--- src/rtl/dkongjr_hs_pkg.sv ---
// Shared types and widths for the high-score VRAM transfer engine.
package dkongjr_hs_pkg;

  localparam int HS_AW = 10;          // VRAM port-B address width
  localparam int HS_DW = 8;           // VRAM data width
  localparam int HS_IW = HS_AW + 1;   // index width; one extra bit so a full 1024-byte window can terminate

  typedef enum logic [2:0] {
    ST_IDLE    = 3'd0,
    ST_PAUSE   = 3'd1,
    ST_RD_ADDR = 3'd2,
    ST_RD_CAP  = 3'd3,
    ST_TX      = 3'd4,
    ST_LD_WAIT = 3'd5,
    ST_LD_WR   = 3'd6,
    ST_DONE    = 3'd7
  } hs_state_e;

  // States that touch VRAM or accept load data and therefore need the CPU held off.
  function automatic logic is_guarded(input hs_state_e s);
    return (s == ST_RD_ADDR) || (s == ST_LD_WAIT) || (s == ST_LD_WR);
  endfunction

endpackage

--- src/rtl/dkongjr_hs_xfer.sv ---
// High-score transfer engine: pauses the CPU, then streams a VRAM window out
// (dump) or writes a byte stream into it (load) through the secondary port.
module dkongjr_hs_xfer
  import dkongjr_hs_pkg::*;
#(
  parameter logic [HS_AW-1:0] BASE_ADDR = 10'h000,
  parameter logic [HS_IW-1:0] LENGTH    = 11'd1024
) (
  input  logic             hs_clock,
  input  logic             I_RESET,
  input  logic             I_DUMP_REQ,
  input  logic             I_LOAD_REQ,
  output logic             O_PAUSE_REQ,
  input  logic             I_PAUSE_ACK,
  output logic             O_BUSY,
  output logic             O_DONE,
  output logic [HS_DW-1:0] O_TX_DATA,
  output logic             O_TX_VALID,
  input  logic             I_TX_READY,
  input  logic [HS_DW-1:0] I_RX_DATA,
  input  logic             I_RX_VALID,
  output logic             O_RX_READY,
  output logic [HS_AW-1:0] hs_address,
  output logic [HS_DW-1:0] hs_data_in,
  input  logic [HS_DW-1:0] hs_data_out,
  output logic             hs_write,
  output logic             hs_access
);

  hs_state_e        state_q, state_d;
  logic             load_q, load_d;        // direction latched at start: 1 = load
  logic [HS_IW-1:0] idx_q, idx_d;
  logic             stall_q, stall_d;      // pause ack was low at the last edge; suppress VRAM/RX activity
  logic [HS_DW-1:0] tx_data_q, tx_data_d;
  logic [HS_DW-1:0] rx_byte_q, rx_byte_d;

  logic [HS_IW-1:0] idx_inc;
  logic             last_byte;

  assign idx_inc   = idx_q + HS_IW'(1);
  assign last_byte = (idx_inc == LENGTH);

  // State and datapath registers; reset clears everything so VRAM strobes drop immediately.
  always_ff @(posedge hs_clock or posedge I_RESET) begin
    if (I_RESET) begin
      state_q   <= ST_IDLE;
      load_q    <= 1'b0;
      idx_q     <= '0;
      stall_q   <= 1'b0;
      tx_data_q <= '0;
      rx_byte_q <= '0;
    end else begin
      state_q   <= state_d;
      load_q    <= load_d;
      idx_q     <= idx_d;
      stall_q   <= stall_d;
      tx_data_q <= tx_data_d;
      rx_byte_q <= rx_byte_d;
    end
  end

  // Next-state and datapath update logic.
  always_comb begin
    state_d   = state_q;
    load_d    = load_q;
    idx_d     = idx_q;
    tx_data_d = tx_data_q;
    rx_byte_d = rx_byte_q;
    case (state_q)
      ST_IDLE: begin
        // Dump has priority when both requests coincide.
        if (I_DUMP_REQ) begin
          load_d  = 1'b0;
          idx_d   = '0;
          state_d = ST_PAUSE;
        end else if (I_LOAD_REQ) begin
          load_d  = 1'b1;
          idx_d   = '0;
          state_d = ST_PAUSE;
        end
      end
      ST_PAUSE: begin
        if (I_PAUSE_ACK) begin
          state_d = load_q ? ST_LD_WAIT : ST_RD_ADDR;
        end
      end
      ST_RD_ADDR: begin
        // A read issued while the ack was lost is simply repeated once it returns.
        if (!stall_q && I_PAUSE_ACK) begin
          state_d = ST_RD_CAP;
        end
      end
      ST_RD_CAP: begin
        tx_data_d = hs_data_out;
        state_d   = ST_TX;
      end
      ST_TX: begin
        if (I_TX_READY) begin
          idx_d   = idx_inc;
          state_d = last_byte ? ST_DONE : ST_RD_ADDR;
        end
      end
      ST_LD_WAIT: begin
        // A completed handshake must be honoured even if the ack dropped on the same edge.
        if (!stall_q && I_RX_VALID) begin
          rx_byte_d = I_RX_DATA;
          state_d   = ST_LD_WR;
        end
      end
      ST_LD_WR: begin
        // Rewriting the same byte after an ack loss is harmless, so only advance on a clean cycle.
        if (!stall_q && I_PAUSE_ACK) begin
          idx_d   = idx_inc;
          state_d = last_byte ? ST_DONE : ST_LD_WAIT;
        end
      end
      ST_DONE: begin
        state_d = ST_IDLE;
      end
      default: begin
        state_d = ST_IDLE;
      end
    endcase
    stall_d = is_guarded(state_d) && !I_PAUSE_ACK;
  end

  // Outputs decoded purely from registered state.
  always_comb begin
    O_BUSY      = (state_q != ST_IDLE);
    O_PAUSE_REQ = (state_q != ST_IDLE) && (state_q != ST_DONE);
    O_DONE      = (state_q == ST_DONE);
    O_TX_VALID  = (state_q == ST_TX);
    O_TX_DATA   = tx_data_q;
    O_RX_READY  = (state_q == ST_LD_WAIT) && !stall_q;
    hs_access   = ((state_q == ST_RD_ADDR) || (state_q == ST_LD_WR)) && !stall_q;
    hs_write    = (state_q == ST_LD_WR) && !stall_q;
    hs_data_in  = rx_byte_q;
    hs_address  = (state_q != ST_IDLE) ? (BASE_ADDR + idx_q[HS_AW-1:0]) : '0;
  end

endmodule

--- config.mk ---
export PLATFORM = sky130hd
export DESIGN_NAME = dkongjr_hs_xfer
export DESIGN_NICKNAME = d
export VERILOG_FILES = /design/src/rtl/dkongjr_hs_pkg.sv /design/src/rtl/dkongjr_hs_xfer.sv
export SDC_FILE = /design/constraint.sdc
export NUM_CORES = 1
export LEC_CHECK = 0
export BUFFER_PORTS_ARGS = -buffer_cell sky130_fd_sc_hd__buf_2
export CORE_UTILIZATION = 50
export CTS_CLUSTER_DIAMETER = 60
export DETAILED_ROUTE_END_ITERATION = 6
export PLACE_DENSITY = 0.89
export SLEW_MARGIN = 20
export SYNTH_ARGS = -nofsm -noshare
export SYNTH_HDL_FRONTEND = slang
export SYNTH_SLANG_ARGS = --single-unit
--- constraint.sdc ---
create_clock -name hs_clock -period 2.6 [get_ports hs_clock]
set_input_delay 0.26 -clock hs_clock [delete_from_list [all_inputs] [get_ports hs_clock]]
set_output_delay 0.26 -clock hs_clock [all_outputs]
set_load 0.05 [all_outputs]
== Word level (Yosys, flattened, before mapping) ==
Index checks and enable logic that the tools add are counted.

* Word-level logic and storage cells: 60
* Flip-flop bits (word level): 32
* Input port bits: 23
* Output and inout bits: 33

* Add/sub/neg operators: 1
* Equality and inequality tests: 15
* Reductions and logical operators: 19
* Multiplexer cells: 19

{| class="wikitable"
|+ Operators with widths
! cell !! count
|-
| $mux 11 || 4
|-
| $pmux 11 s3 || 1
|-
| $mux 3 || 9
|-
| $pmux 3 s8 || 1
|-
| $eq 3x3->1 const B || 6
|-
| $add 11x1->11 const B || 1
|-
| $eq 11x11->1 const B || 1
|-
| $mux 10 || 1
|-
| $eq 3x2->1 const B || 3
|-
| $logic_and 1x1->1 || 7
|-
| $ne 3x3->1 const B || 2
|-
| $reduce_bool 3->1 || 2
|-
| $reduce_and 2->1 || 2
|-
| $reduce_and 4->1 || 1
|-
| $eq 3x1->1 const B || 1
|-
| $logic_not 3->1 || 1
|-
| $logic_or 1x1->1 || 3
|-
| $logic_not 1->1 || 2
|-
| $mux 1 || 2
|-
| $mux 2 || 1
|-
| $ne 2x1->1 const B || 1
|-
| $ne 2x2->1 const B || 1
|-
| $reduce_bool 2->1 || 1
|}

== Logic depth before layout (Yosys ltp) ==
Gate-level depths: netlist of run 1.

* Word-level depth: 9
* Mapped depth: 8
* Mapped depth without buffers: 8

== Worst setup path before layout of run 1 ==
No wires, ideal clock.

* Path type: reg-to-reg
* From: reg state_q[2]
* To: reg rx_byte_q[0] (netlist: hs_data_in[0])
* Data required time: 2475 ps
* Arrival time: 2857 ps
* Setup slack: -382 ps
* Cell stages (with the launch flop): 6
* Path through: dfrtp_1 > clkbuf_1 > clkbuf_1 > nor3b_1 > nand2_1 > mux2_2

* Word-level cells in the longest chain between the ends: 2

{| class="wikitable"
|+ Ends and longest elaborated chain
! element !! RTL line !! text
|-
| start, declared || dkongjr_hs_xfer.sv:30 || <nowiki>hs_state_e state_q, state_d;</nowiki>
|-
| start signal, assigned || dkongjr_hs_xfer.sv:53 || <nowiki>state_q <= state_d;</nowiki>
|-
| $eq 3x3->1 || dkongjr_hs_xfer.sv:69 || <nowiki>case (state_q)</nowiki>
|-
| $reduce_and 2->1 (no line) || n/a ||
|-
| end signal, assigned || dkongjr_hs_xfer.sv:58 || <nowiki>rx_byte_q <= rx_byte_d;</nowiki>
|-
| end, declared || dkongjr_hs_xfer.sv:35 || <nowiki>logic [HS_DW-1:0] rx_byte_q, rx_byte_d;</nowiki>
|}

No other way between the ends.
A chain may end at the register's enable or synchronous reset.

== Worst setup path in the final report of run 1 ==
* From: reg idx_q[0]
* To: reg stall_q

* Word-level cells in the longest chain between the ends: 9
* Elaborated cells between the ends (all ways): 13
* Those cells by class: add/sub: 1; eq/ne: 4; mux: 5; reduce/logical: 3

{| class="wikitable"
|+ Ends and longest elaborated chain
! element !! RTL line !! text
|-
| start, declared || dkongjr_hs_xfer.sv:32 || <nowiki>logic [HS_IW-1:0] idx_q, idx_d;</nowiki>
|-
| start signal, assigned || dkongjr_hs_xfer.sv:55 || <nowiki>idx_q <= idx_d;</nowiki>
|-
| $add 11x1->11 (*) || dkongjr_hs_xfer.sv:40 || <nowiki>assign idx_inc = idx_q + HS_IW'(1);</nowiki>
|-
| $eq 11x11->1 (*) || dkongjr_hs_xfer.sv:41 || <nowiki>assign last_byte = (idx_inc == LENGTH);</nowiki>
|-
| $mux 3 or $mux 2 (tied branches) || dkongjr_hs_xfer.sv:100, dkongjr_hs_xfer.sv:114 ||
|-
| $mux 3 (on tied branches) || dkongjr_hs_xfer.sv:98, dkongjr_hs_xfer.sv:112 ||
|-
| $pmux 3 s8 (*) || dkongjr_hs_xfer.sv:69 ||
|-
| $eq 3x2->1 or $eq 3x3->1 (tied branches) || dkongjr_hs_pkg.sv:21 || <nowiki>return (s == ST_RD_ADDR) || (s == ST_LD_WAIT) || (s == ST_LD_WR);</nowiki>
|-
| $logic_or 1x1->1 || dkongjr_hs_pkg.sv:21 ||
|-
| $logic_or 1x1->1 (*) || dkongjr_hs_pkg.sv:21 ||
|-
| $logic_and 1x1->1 (*) || dkongjr_hs_xfer.sv:124 || <nowiki>stall_d = is_guarded(state_d) && !I_PAUSE_ACK;</nowiki>
|-
| named net stall_d || dkongjr_hs_xfer.sv:33 || <nowiki>logic stall_q, stall_d;</nowiki>
|-
| end signal, assigned || dkongjr_hs_xfer.sv:56 || <nowiki>stall_q <= stall_d;</nowiki>
|-
| end, declared || dkongjr_hs_xfer.sv:33 ||
|}

The timed path passes the listed nets; every way through them passes the cells marked *.

==> results of run 1 <==
==> area by class of cell <==
type                       instances  area, sq um  share of cell area
clock inverter                     2         10.0             0.00453
sequential                        32          801               0.363
inverter                           7         26.3              0.0119
timing repair buffer              60          315               0.143
tap                               46         57.6              0.0261
multi-input combinational        138          947               0.429
clock buffer                       6         51.3              0.0232
==> layer usage <==
layer	track usage	vias to the layer above
met5	0	-
met4	0.108	0
met3	0.0717	10
met2	0.352	86
met1	0.284	755
li1	-	783
==> worst register-to-register path: stages (launching register included) <==
cell	delay [ns]
dfrtp_1	0.45
ha_1	0.24
and2_0	0.28
and4_1	0.31
mux2i_1	0.21
o2111a_2	0.23
a31oi_1	0.13
nor2b_1	0.16
a31o_1	0.21
==> how the worst max path moves through the flow <==
stage,start,endpoint,slack [ns]
2_1_floorplan,state_q[2],hs_data_in[0],0.27
3_3_place_gp,idx_q[0],stall_q,0.42
3_5_place_dp,idx_q[0],stall_q,0.32
4_1_cts,idx_q[0],stall_q,0.32
5_1_grt,idx_q[0],stall_q,0.12
6_report,idx_q[0],stall_q,0.29
==> cell usage in the layout, fill, tap and decap left out, types with 2 or more instances in the layout <==
| master | n |
|---|---|
| nand3b_1 | 2 |
| a21oi_1 | 7 |
| mux2_2 | 16 |
| buf_2 | 55 |
| or3_1 | 2 |
| nand3_1 | 8 |
| nand2_1 | 12 |
| buf_4 | 4 |
| mux2i_1 | 2 |
| o31ai_1 | 5 |
| inv_1 | 7 |
| clkbuf_4 | 5 |
| nor3b_1 | 2 |
| and3_1 | 4 |
| dfrtp_1 | 32 |
| a31oi_1 | 3 |
| xnor2_1 | 2 |
| o21ai_0 | 16 |
| nor2b_1 | 12 |
| nor3_1 | 3 |
| nor2_1 | 14 |
| ha_1 | 2 |
| o221ai_1 | 2 |
| clkinv_2 | 2 |
| nand2b_1 | 3 |
==> logic make-up after synthesis <==
family / share of synthesized area
xor+xnor: 0.0145
fa+ha+maj: 0.0138
mux: 0.110
simple gates: 0.228
flops: 0.440
compound gates: 0.151
buf+inv: 0.0413
==> state kept, by name, summed over array words and instances (netlist names) <==
name	count
state_q	3
load_q	1
hs_data_in	8
stall_q	1
O_TX_DATA	8
idx_q	11
==> report_power, final <==
group | switching (mW) | internal, mW
combinational | 1.08 | 0.469
sequential | 0.168 | 0.668
clock | 0.176 | 0.129
total | 1.42 | 1.27
==> repair_timing <==
action	CTS	global route
hold buffers	1	0
buffers inserted	0	0
endpoints found under the setup margin	0	0
endpoints found under the hold margin	25	0
==> stage by stage <==
stage / cell area, sq um / setup slack (ns)
after detailed placement: 2140 / 0.320
after CTS: 2210 / 0.317
after global placement: 2140 / 0.422
after global routing: 2210 / 0.122
final: 2210 / 0.290
after floorplan: 1820 / 0.267
==> flow_summary.toml, run 1 <==
[clocking]
cts_sinks = 32
tritoncts = "done"
clock-root-buffer = "clkbuf_4"
clock_latency_ns = 0.34
clk_path_buf_depth = 2
cts_buffers = 5
htreeDepth = 2
post_cts_resize_count = 0
path_clk_slew_ns = 0.11

[die]
rows = 21
boundaryPins = 56
core_sq_um = 3420
die_area_sq_um = 3880
die_w_microns = 62.3
start_util = 0.532
die_h_microns = 62.3

[grt]
track_usage = 0.226
grt_pass1_wl_microns = 6810
antenna_found_initial = 0
grt_max_degree = 33
grt_overflow = 0
grt_pass1_vias = 1554

[sta]
fin_crit_ns = 2.31
rsz0062_at_grt = "false"
drv_slew = 0
fin_worst_skew_ns = 0.0114
whs_ns = 0.0862
tightest_slew_ns = 0.477
hold_violations = 0
max_freq_ghz = 0.433
setup_violations = 0
setup_tns_ns = 0
slew_headroom = 0.682
finalCritPeriodShare = 0.889

[detailed_routing]
wl_microns = 4190
drc = 0
via_per_inst = 5.62
met2_length_microns = 1940
routedWlPerCell_microns = 14.4
wl_met3_microns = 349
antenna_left = 0
vias = 1634
dr.max_layer_used = "met4"
wl_met1_microns = 1820
first_pass_iters = 4
drt-initial-drc-count = 93

[final_layout]
drive_above_1_share = 0.376
postLayoutCoreUtil = 0.647
syn_to_final_growth_pct = 21.5
n_antenna_cell = 0
fin_nets = 269
nFillCells = 295
instances_no_fill = 291

[synth]
yosysWarnings = 0
ys_top_cells_by_count = "dfrtp_1, mux2_2, o21ai_0, nor2_1"
async_reset_ff_frac = 1.00
synth.largest_area_cell = "dfrtp_1"
synth_seq_cells = 32
synth_top_area_frac = 0.440
netlist_instances = 189
synth-edff-count = 0
syn_area_per_cell_sq_um = 9.62
syn_nets = 214
synth_flop_cell = "dfrtp_1"
ys_seq_area_frac = 0.440
syn_area_sq_um = 1820
ys_types = 44
yosys-top-cells-area = "dfrtp_1, mux2_2, o21ai_0, nor2b_1, nor2_1"
yosysMostFrequentCell = "dfrtp_1"

[min_path]
holdCritPathClass = "in2reg"
hold_path_end = "load_q"
hold_depth = 2
min_from = "I_DUMP_REQ"

[critical_path]
arrival_ns = 2.55
rr_endpoint = "stall_q"
crit-reg2reg-launch = "idx_q[0]"
crit_chain = "ha_1 -> and2_0 -> and4_1 -> mux2i_1 -> o2111a_2 -> a31oi_1 -> nor2b_1 -> a31o_1"
cpLargestDelayFamily = "simple AND/OR/NAND/NOR gates"
cpMaxStageDelayCell = "dfrtp_1"
r2r_cells = 8
cp.depth = 8
endpoint_kind = "flip-flop"
path_class = "reg2reg"
critPathLaunchType = "flip-flop"
path_buf_inv = 0
slowest_delay_ns = 0.45
required_ns = 2.84
critPathMaxFanout = 6
rrSetupSlack_ns = 0.29

[placed_design]
io_buffer_count = 55
dp.final_hpwl_microns = 3000
dp_cells = 282
routabilityCongestion = 0.921

[pwr]
cellPowerDensity_nw_per_um2 = 1220
peakVddDrop_mv = 0.761
p_leak_nw = 1.07
power.total_mw = 2.69

[job]
maxCapViolations = 0

[run_status]
status = "finished clean"
No activity file was read; power rests on OpenSTA's default activity.
==> run 2, diff against run 1 <==
- GPL_TIMING_DRIVEN: default -> 1
- SETUP_SLACK_MARGIN: default -> 0.4
==> run 2 against run 1 <==
Sequential share of layout area is 1.2 points lower. Via count is 3.5% higher. Power is 6.1% higher. First-iteration DRC count is 4.3% lower. Clock power is 26% higher. Die area stayed put. Sequential power is 0.8% higher. Worst hold slack better by 0.0049 ns. Non-clock buffer count is 2 higher. Critical path type unchanged.
==> flow_summary.toml, run 2 (synthesis gave the netlist of run 1 again) <==
[run_status]
status = "finished clean"

[pwr]
cellPowerDensity_nw_per_um2 = 1240
seq_power_share = 0.296
intPower_mw = 1.37
peakVddDrop_mv = 0.767
p_leak_nw = 1.09
swShare = 0.520
pwr-share-clk = 0.135
combPwrFrac = 0.570
p_sw_mw = 1.48

[min_path]
hold_depth = 2
holdCritPathClass = "in2reg"

[critical_path]
crit_chain = "nand2_1 -> or4_4 -> o21ai_2 -> o2111a_2 -> a31oi_4 -> nor2b_1 -> a31o_1"
endpoint_kind = "flip-flop"
slowest_delay_ns = 0.58
r2r_cells = 7
cpMaxStageDelayCell = "or4_4"
critPathLaunchType = "flip-flop"
arrival_ns = 2.39
required_ns = 2.85
path_class = "reg2reg"
critPathMaxFanout = 8

[final_layout]
largest_reg_flops = 11
layout_commonest_cell = "buf_2"
fin_nets = 271
finalInstanceArea_sq_um = 2290
drive_above_1_share = 0.417
syn_to_final_growth_pct = 26.2
largest_register = "idx_q"
n_antenna_cell = 0
final_cell_mix = "buf_2, dfrtp_1, mux2_2, o21ai_0, nor2_1"

[detailed_routing]
drt-initial-drc-count = 89
wl_microns = 4500
vias = 1692
antenna_left = 0
routedWlPerCell_microns = 15.4
drc = 0
first_pass_iters = 5
via_per_inst = 5.77

[placed_design]
routabilityCongestion = 0.892
dpl-instance-area_sq_um = 2140
io_buffer_count = 55
dp.final_hpwl_microns = 2970

[die]
die_h_microns = 62.3
boundaryPins = 56
die_w_microns = 62.3
die_area_sq_um = 3880
rows = 21
core_sq_um = 3420
start_util = 0.532

[sta]
rsz0062_at_grt = "false"
max_freq_ghz = 0.468
tightest_slew_ns = 0.509
hold_violations = 0
drv_slew = 0
fin_worst_skew_ns = 0.0134
finalCritPeriodShare = 0.822
setup_tns_ns = 0
setup_violations = 0
fin_crit_ns = 2.14
slew_headroom = 0.661

[clocking]
clock-root-buffer = "clkbuf_4"
htreeDepth = 2
cts_sinks = 32
clock_latency_ns = 0.36
clk_path_buf_depth = 2
cts_buffers = 5
path_clk_slew_ns = 0.11
tritoncts = "done"

[grt]
grt_pass1_vias = 1468
grt_overflow = 0
antenna_found_initial = 0
grt_pass1_wl_microns = 7100
track_usage = 0.237
grt_max_degree = 33

[job]
maxCapViolations = 0
## run 2: power groups by stage
stage	Clock (mW)	Combinational [mW]	Sequential, mW
6_report	0.384	1.63	0.843
5_1_grt	0.413	1.71	0.872
4_1_cts	0.386	1.59	0.830
3_5_place_dp	0	1.55	0.840
3_3_place_gp	0	1.52	0.828
2_1_floorplan	0	0.818	1.21
## run 2: stage by stage
stage          std cells  total power, mW  utilization  setup WS [ns]  hold WS (ns)
2_1_floorplan        189             2.03            -          0.492         0.346
3_3_place_gp         282             2.35        0.627          0.417         0.362
4_1_cts              292             2.80        0.660          0.403        0.0885
3_5_place_dp         282             2.39        0.627          0.323         0.362
6_report             293             2.85        0.672          0.464        0.0910
5_1_grt              293             3.00        0.672          0.386        0.0904
## run 2: worst paths after layout
check / end / start / slack, ns
max in group asynchronous: idx_q[4] / I_RESET / 1.76
worst min-delay path: load_q / I_DUMP_REQ / 0.09
min in group asynchronous: hs_data_in[4] / I_RESET / 0.51
worst max register to register: stall_q / idx_q[8] / 0.46
worst min register to register: hs_data_in[2] / hs_data_in[2] / 0.51
worst max-delay path: stall_q / idx_q[8] / 0.46
## run 2: layer usage
| metal | global-route usage | wire, microns | up-vias | part of all wire |
|---|---|---|---|---|
| li1 | - | - | 791 | - |
| met3 | 0.0404 | 340 | 7 | 0.076 |
| met1 | 0.323 | 1890 | 809 | 0.42 |
| met4 | 0.105 | 81 | 0 | 0.018 |
| met5 | 0 | 0 | - | 0 |
| met2 | 0.370 | 2190 | 85 | 0.49 |
## run 2: worst max-delay path, delay by kind of cell (launching register included)
family	cells	cell delay (ns)
DFF	1	0.52
and+or+nand+nor	3	0.83
AOI/OAI and AO/OA	4	0.67
## run 2: final cells by class
class	instances	area, sq um
repair buffers	62	330
fillers	278	1120
clock buffers	6	41.3
clock inverters	2	35.0
well taps	46	57.6
inverters	7	26.3
multi-input cells	138	1000
flip-flops and latches	32	805
## run 2: what timing repair did
item / CTS / global route
endpoints found under the setup margin: 1 / 2
endpoints found under the hold margin: 32 / 0
hold buffers: 1 / 0
gates cloned: 0 / 0
resized for setup: 5 / 9
pin swaps: 0 / 3
setup buffers: 1 / 1
==> run 3, diff against run 2 <==
- CORE_UTILIZATION: 50 -> 46
- PLACE_DENSITY: 0.89 -> 0.87
- clock period: 2.6 -> 1.7 ns (I/O delays scaled with it)
==> run 3 against run 2 <==
Setup slack got worse by 1.0 ns. The flow now finishes with violations (setup timing). Global-route usage increased by 12 points. Utilization increased by 25 points. Fmax decreased by 4.3%. Power increased by 130%. First-iteration DRC count increased to 3.5 times the previous value. Wire length increased by 110%. Flip-flop and latch count unchanged. Critical endpoint unchanged.
==> flow_summary.toml, run 3 (synthesis gave the netlist of run 1 again) <==
[run_status]
status = "finished, violations left"
violations = "setup timing"

[final_layout]
layout_commonest_cell = "buf_2"
largest_reg_flops = 11
nFillCells = 119
n_antenna_cell = 0
multi_input_area_sq_um = 1360
instances_no_fill = 355
ff_latch_area_sq_um = 805
final_cell_mix = "buf_2, buf_6, buf_4, dfrtp_1, mux2_4"
syn_to_final_growth_pct = 88.8
drive_above_1_share = 0.710
finalInstanceArea_sq_um = 3430
fin_nets = 331
postLayoutCoreUtil = 0.924
largest_register = "idx_q"

[critical_path]
endpoint_kind = "flip-flop"
arrival_ns = 2.46
path_class = "reg2reg"
required_ns = 1.93
critPathLaunchType = "flip-flop"
critPathMaxFanout = 3

[clocking]
cts_sinks = 32
path_clk_slew_ns = 0.07
htreeDepth = 2
clk_path_buf_depth = 2
cts_buffers = 5
clock-root-buffer = "clkbuf_8"
clock_latency_ns = 0.29
tritoncts = "done"

[die]
die_w_microns = 64.9
die_h_microns = 64.9
rows = 22
core_sq_um = 3720
boundaryPins = 56
start_util = 0.489
die_area_sq_um = 4210

[sta]
hold_violations = 0
slew_headroom = 0.688
tightest_slew_ns = 0.468
drv_slew = 0
whs_ns = 0.0764
setup_slack_ns = -0.532
finalCritPeriodShare = 1.31
setup_violations = 37
setup_tns_ns = -6.19
fin_crit_ns = 2.23
max_freq_ghz = 0.448
rsz0062_at_grt = "true"
fin_worst_skew_ns = 0.00272

[pwr]
p_leak_nw = 1.64
power.total_mw = 6.68
cellPowerDensity_nw_per_um2 = 1950
peakVddDrop_mv = 1.51

[job]
maxCapViolations = 0

[min_path]
holdCritPathClass = "in2reg"

[detailed_routing]
via_per_inst = 6.62
routedWlPerCell_microns = 26.4
antenna_left = 0
wl_microns = 9390
first_pass_iters = 5
drt-initial-drc-count = 315
vias = 2349
drc = 0

[placed_design]
dp.final_hpwl_microns = 3530
place_ws_ns = -0.242
dp_cells = 319
dpl-instance-area_sq_um = 2550
io_buffer_count = 55
routabilityCongestion = 0.933

[grt]
grt_max_degree = 33
antenna_found_initial = 0
grt_pass1_vias = 2127
grt_overflow = 0
grt_pass1_wl_microns = 11200
track_usage = 0.360
run 3: cell count changes in the layout (fill, tap and decap cells not counted), moves of 9 or more:
cell	delta
o21ai_0	-14
o21ai_2	+9
buf_2	-17
buf_4	+30
buf_6	+37
nor2b_4	+9
nor2b_1	-9
mux2_2	-16
mux2_4	+16
nor2_1	-9
run 3: final cells by class:
cell class                      count  share of cell area
Clock buffer                        5              0.0201
Clock inverter                      3              0.0124
Inverter                            7             0.00911
Multi-Input combinational cell    138               0.396
Sequential cell                    32               0.234
Tap cell                           48              0.0175
Timing Repair Buffer              122               0.310
run 3: power breakdown:
group	switching [mW]	internal, mW
Sequential	0.242	1.03
Clock	0.316	0.434
Combinational	2.69	1.97
Total	3.25	3.43
run 3: per-layer routing:
| layer | GRT usage | routed length [microns] |
|---|---|---|
| met1 | 0.408 | 3260 |
| met2 | 0.622 | 4380 |
| met3 | 0.0775 | 991 |
| met4 | 0.203 | 757 |
| met5 | 0 | 0 |
run 3: repair_timing:
action | in CTS | in global routing
setup buffers | 11 | 15
resized for setup | 104 | 38
pin swaps | 13 | 18
gates cloned | 1 | 0
hold buffers | 1 | 0
endpoints found under the setup margin | 49 | 49
endpoints found under the hold margin | 32 | 0
run 3: worst paths after layout:
path                          startpoint             to  slack, ns  depth (start not counted)
max in group asynchronous        I_RESET     state_q[2]       0.86                          4
setup reg to reg                idx_q[0]        stall_q      -0.53                          8
setup / recovery                idx_q[0]        stall_q      -0.53                          8
min in group asynchronous        I_RESET       idx_q[3]       0.51                          4
hold / removal                I_DUMP_REQ         load_q       0.08                          2
hold reg to reg            hs_data_in[5]  hs_data_in[5]       0.51                          1
run 3: worst max-delay path, stage by stage (launching register included):
cell and delay [ns]:
dfrtp_1 0.43, ha_2 0.23, and2_4 0.16, and4_4 0.24, mux2i_1 0.22, o2111a_2 0.30, nand2_2 0.07, a311oi_2 0.32
a31o_1 0.20
